$ cat src/rtl/hazard_stall_ctrl.sv
// hazard_stall_ctrl: front-end stall and flush control for a 5-stage pipeline.
// Handles three cases:
//   - taken-branch flush
//   - single-cycle load-use stall
//   - optional multi-cycle multiply freeze
// It also keeps a saturating count of front-end stall cycles.
// The multiply freeze is compiled in only when the macro MULDIV_STALL_EN is
// defined. Without it, id_is_mul is ignored, ex_hold is tied low and no
// multiply counter exists.
module hazard_stall_ctrl #(
    parameter int unsigned MUL_LATENCY = 4
) (
    input  logic        clk,
    input  logic        rst,
    input  logic [4:0]  id_rs,
    input  logic [4:0]  id_rt,
    input  logic        id_uses_rt,
    input  logic        id_is_mul,
    input  logic [4:0]  ex_rt,
    input  logic        ex_mem_read,
    input  logic        branch_taken,
    output logic        if_id_write,
    output logic        pc_write,
    output logic        if_id_flush,
    output logic        id_ex_bubble,
    output logic        ex_hold,
    output logic [15:0] stall_cycles
);

    typedef enum logic {
        RUN      = 1'b0,
        MUL_BUSY = 1'b1
    } state_t;

    state_t state;
    state_t state_nxt;

    logic   load_use;
    logic   mul_issue;
    logic   mul_done;
    logic   hold_c;

    // A load in EX feeding a source register of the instruction in ID.
    // Register 0 is hard-wired, so it never creates a dependency.
    assign load_use = ex_mem_read && (ex_rt != 5'd0) &&
                      ((ex_rt == id_rs) || (id_uses_rt && (ex_rt == id_rt)));

`ifdef MULDIV_STALL_EN
    localparam logic [3:0] MUL_LOAD = 4'(MUL_LATENCY - 1);

    logic [3:0] mul_cnt;

    // A multiply issues only when neither a branch flush nor a load-use stall
    // takes precedence in the same cycle.
    assign mul_issue = id_is_mul && !branch_taken && !load_use;
    assign mul_done  = (mul_cnt == 4'd1);
    assign ex_hold   = hold_c;

    // Remaining multiply occupancy: loaded on issue, counts down while busy
    always_ff @(posedge clk) begin
        if (rst) begin
            mul_cnt <= 4'd0;
        end else if ((state == RUN) && mul_issue) begin
            mul_cnt <= MUL_LOAD;
        end else if (state == MUL_BUSY) begin
            mul_cnt <= mul_cnt - 4'd1;
        end
    end
`else
    logic unused_cfg;

    assign mul_issue  = 1'b0;
    assign mul_done   = 1'b1;
    assign ex_hold    = 1'b0;
    assign unused_cfg = ^{id_is_mul, hold_c, MUL_LATENCY[0]};
`endif

    // State register; reset always returns to RUN, aborting any multiply
    always_ff @(posedge clk) begin
        if (rst) begin
            state <= RUN;
        end else begin
            state <= state_nxt;
        end
    end

    // Next-state logic: enter MUL_BUSY on issue, leave on the last busy cycle
    always_comb begin
        state_nxt = state;
        case (state)
            RUN:      if (mul_issue) state_nxt = MUL_BUSY;
            MUL_BUSY: if (mul_done)  state_nxt = RUN;
        endcase
    end

    // Output decode.
    // Outputs are zero-latency and depend on state and current inputs.
    // A reset cycle forces the free-running defaults.
    always_comb begin
        if_id_write  = 1'b1;
        pc_write     = 1'b1;
        if_id_flush  = 1'b0;
        id_ex_bubble = 1'b0;
        hold_c       = 1'b0;
        if (!rst) begin
            case (state)
                RUN: begin
                    if (branch_taken) begin
                        if_id_flush  = 1'b1;
                        id_ex_bubble = 1'b1;
                    end else if (load_use) begin
                        if_id_write  = 1'b0;
                        pc_write     = 1'b0;
                        id_ex_bubble = 1'b1;
                    end
                end
                MUL_BUSY: begin
                    if_id_write = 1'b0;
                    pc_write    = 1'b0;
                    hold_c      = 1'b1;
                end
            endcase
        end
    end

    // Saturating count of cycles in which the front end was frozen
    always_ff @(posedge clk) begin
        if (rst) begin
            stall_cycles <= 16'd0;
        end else if (!if_id_write && (stall_cycles != 16'hFFFF)) begin
            stall_cycles <= stall_cycles + 16'd1;
        end
    end

endmodule

$ cat config.mk
export PLATFORM = sky130hd
export DESIGN_NAME = hazard_stall_ctrl
export DESIGN_NICKNAME = d
export VERILOG_FILES = /design/src/rtl/hazard_stall_ctrl.sv
export SDC_FILE = /design/constraint.sdc
export NUM_CORES = 1
export LEC_CHECK = 0
export BUFFER_PORTS_ARGS = -buffer_cell sky130_fd_sc_hd__clkbuf_2
export CAP_MARGIN = 20
export CORE_MARGIN = 2
export CORE_UTILIZATION = 29
export CTS_BUF_LIST = sky130_fd_sc_hd__clkbuf_8 sky130_fd_sc_hd__clkbuf_16
export CTS_CLUSTER_DIAMETER = 50
export DETAILED_ROUTE_END_ITERATION = 7
export HOLD_SLACK_MARGIN = 0.06
export PLACE_DENSITY = 0.52
export SYNTH_ARGS = -nofsm -noshare
export SYNTH_HDL_FRONTEND = slang
export SYNTH_SLANG_ARGS = --single-unit
$ cat constraint.sdc
create_clock -name clk -period 2.2 [get_ports clk]
set_input_delay 0.22 -clock clk [delete_from_list [all_inputs] [get_ports clk]]
set_output_delay 0.22 -clock clk [all_outputs]
set_load 0.1 [all_outputs]
==> flow_summary.toml <==
[sta]
period_needed_ps = 2038
whs_ps = 413.3
min_period_over_period_pct = 92.64
maxSlewHeadroom_pct = 63.77
setup_viol = 0
final.setup.tns_ps = 0
final.setup.worst_slack_ps = 161.8
rsz0062_at_grt = "no"
hold_viol = 0
fmax_mhz = 490.6
worstMarginPinSlew_ps = 545.8
slew_viol_final = 0
skew_ps = 1.504

[cells_and_area]
diodes = 0
final_cell_mix = "36 x clkbuf_2, 12 x dfxtp_2, 10 x nand2_1"
layout.filler_cells = 381
drive_gt1_share_pct = 39.16
fin_nets = 190
regMostFlops = "stall_cycles"
largest_reg_flops = 16
top_regs = "stall_cycles x16"
area.growth.synth_to_final_pct = 31.21
multi_input_area_um2 = 700.7
final_common_cell = "clkbuf_2"
seq_area_um2 = 335.3

[setup_path]
arrival_ps = 2170
regToRegEndpoint = "stall_cycles[8]"
crit_type = "flop to flop"
ff2ff_path_depth = 6
timing.rr.start = "stall_cycles[0]"
crit_required_ps = 2330
worstSetupStartpointType = "flop"
reg2reg_slack_ps = 160
cp_max_fo = 14
end_kind = "flop"

[place]
gp_congestion = 0.7582
numPortBuffers = 39
dp_slack_ps = 142.5
dp_hpwl_um = 2081

[clock_network]
cts_sinks = 16
h-tree-depth = 1
root_buffer = "clkbuf_8"
post_cts_buffers = 0
cts_inserted_buffers = 3
cts_tree = "built"
clock_latency_ps = 250
cts.clk_slew.worst_paths_ps = 60
cts_max_path_buffers = 2
ctsHoldBuffers = 0
ctsResizeCount = 0

[yosys]
yosysWarnings = 0
syn_area_per_cell_um2 = 8.325
synth_top_family_by_area = "simple AND/OR/NAND/NOR gates"
synthSimpleGateAreaFrac_pct = 33.53
synth_fp_nets = 152
synth_mux_area_share_pct = 5.202
synth_area_um2 = 1082
ys_seq_area_share_pct = 29.60
ys_ff_latch = 16
synth.distinct_cells = 38
synth_xor_area_share_pct = 8.092
synthAdderAreaFrac_pct = 1.156
synth_compound_area_share_pct = 16.07
synthCells = 130

[power]
power_leakage_nw = 0.5640
vdd_ir_drop_max_mv = 0.2157
powerDensity_nw_per_um2 = 432.1

[floorplan]
ioPinCount = 42
die_w_um = 65.09
core_um2 = 3633
die_area_um2 = 4237
start_util_pct = 29.79
die_y_um = 65.09
fp-row-count = 22

[global_routing]
grt_util_met1_pct = 16.58
grt_pass1_wl_um = 4422
grt_pass1_vias = 1005
grt_max_degree = 29
gr-usage-met3_pct = 3.253
busiest_layer = "met2"
antenna_found_initial = 0
use_met2_pct = 22.68
grt_overflow = 0
grt_usage_pct = 12.96

[flow_run]
drv_cap = 0

[drt]
vias_per_cell = 5.117
vias = 1095
dr.pass1.iters = 4
drtIter0Drc = 15
drc_errors = 0
route.detailed.wl_per_inst_um = 12.79
drt-total-wl_um = 2738
final_antenna_net_count = 0

[hold_path]
hp-start = "rst"
hold_path_depth = 3
hold_class = "input port to flop"
holdPathEnd = "stall_cycles[6]"

[run_status]
status = "finished clean"
==> worst max path at each step <==
stage                     from               end  slack, ps
4_1_cts        stall_cycles[0]   stall_cycles[8]        180
3_5_place_dp          ex_rt[3]  stall_cycles[12]        140
5_1_grt        stall_cycles[0]  stall_cycles[10]         60
6_report       stall_cycles[0]   stall_cycles[8]        160
3_3_place_gp          ex_rt[3]  stall_cycles[12]        190
2_1_floorplan         ex_rt[3]      id_ex_bubble        -70
==> report_power, final <==
group	switching, mW	total [mW]	internal [mW]
clock	0.0928	0.214	0.121
sequential	0.000363	0.290	0.290
combinational	0.0721	0.109	0.0373
==> per-stage QoR <==
step / cell area [µm²] / instances / total power, mW / utilization [%]
finish: 1420 / 214 / 0.6136 / 39.08
global route: 1420 / 214 / 0.6445 / 39.08
CTS: 1420 / 214 / 0.6253 / 39.08
detailed placement: 1379 / 211 / 0.4065 / 37.95
global placement: 1379 / 211 / 0.4032 / 37.95
floorplan: 1101 / 130 / 0.3662 / -
==> final cells by class <==
cell class,instances,share of cell area [%]
clock buffers,3,2.907
well taps,48,4.229
flip-flops and latches,16,23.61
inverters,4,1.057
multi-input cells,102,49.34
repair buffers,41,18.85
==> metal layers <==
layer,vias up,part of all wire (%)
met3,0,7.0
met2,34,46
met1,505,47
li1,556,-
met4,0,0
met5,-,0
==> logic make-up (layout without fill, tap and decap cells) <==
group / after synthesis / count (layout)
xor+xnor: 10 / 10
other cells: 1 / 1
buf+inv: 12 / 48
fa+ha+maj: 1 / 1
compound gates: 25 / 25
mux: 5 / 5
flops: 16 / 16
simple gates: 60 / 60
==> Yosys cell counts (all sizes together) <==
cell	n	share of area, %
o41ai	1	0.81
o31a	1	0.81
o31ai	7	4.9
o211ai	1	0.69
buf	5	3.6
nor2	9	3.1
nand2b	1	0.58
nor4	6	4.6
and4	4	3.2
nor3	1	0.46
nand4	5	2.9
a32oi	1	1.5
conb	1	0.35
nand2	10	3.5
xor2	9	7.3
mux2	5	5.2
dfxtp	16	30
or2	1	0.58
o21a	2	1.4
or4	7	4.9
nand3	4	2.3
xnor2	1	0.81
nor2b	5	2.9
clkbuf	3	1.0
nand4b	1	0.81
nor4b	1	0.81
ha	1	1.2
o311a	1	0.92
a21oi	9	4.2
o21ai	2	0.92
and3	3	1.7
inv	4	1.4
or3	2	1.2
==> worst max-delay path, stage by stage, from the launching register on <==
cell	delay, ps
dfxtp_2	360
ha_1	230
and4_1	230
nand4_1	140
nand3_2	260
nor4_1	320
mux2_2	370
(Power assumes the default switching activity.)
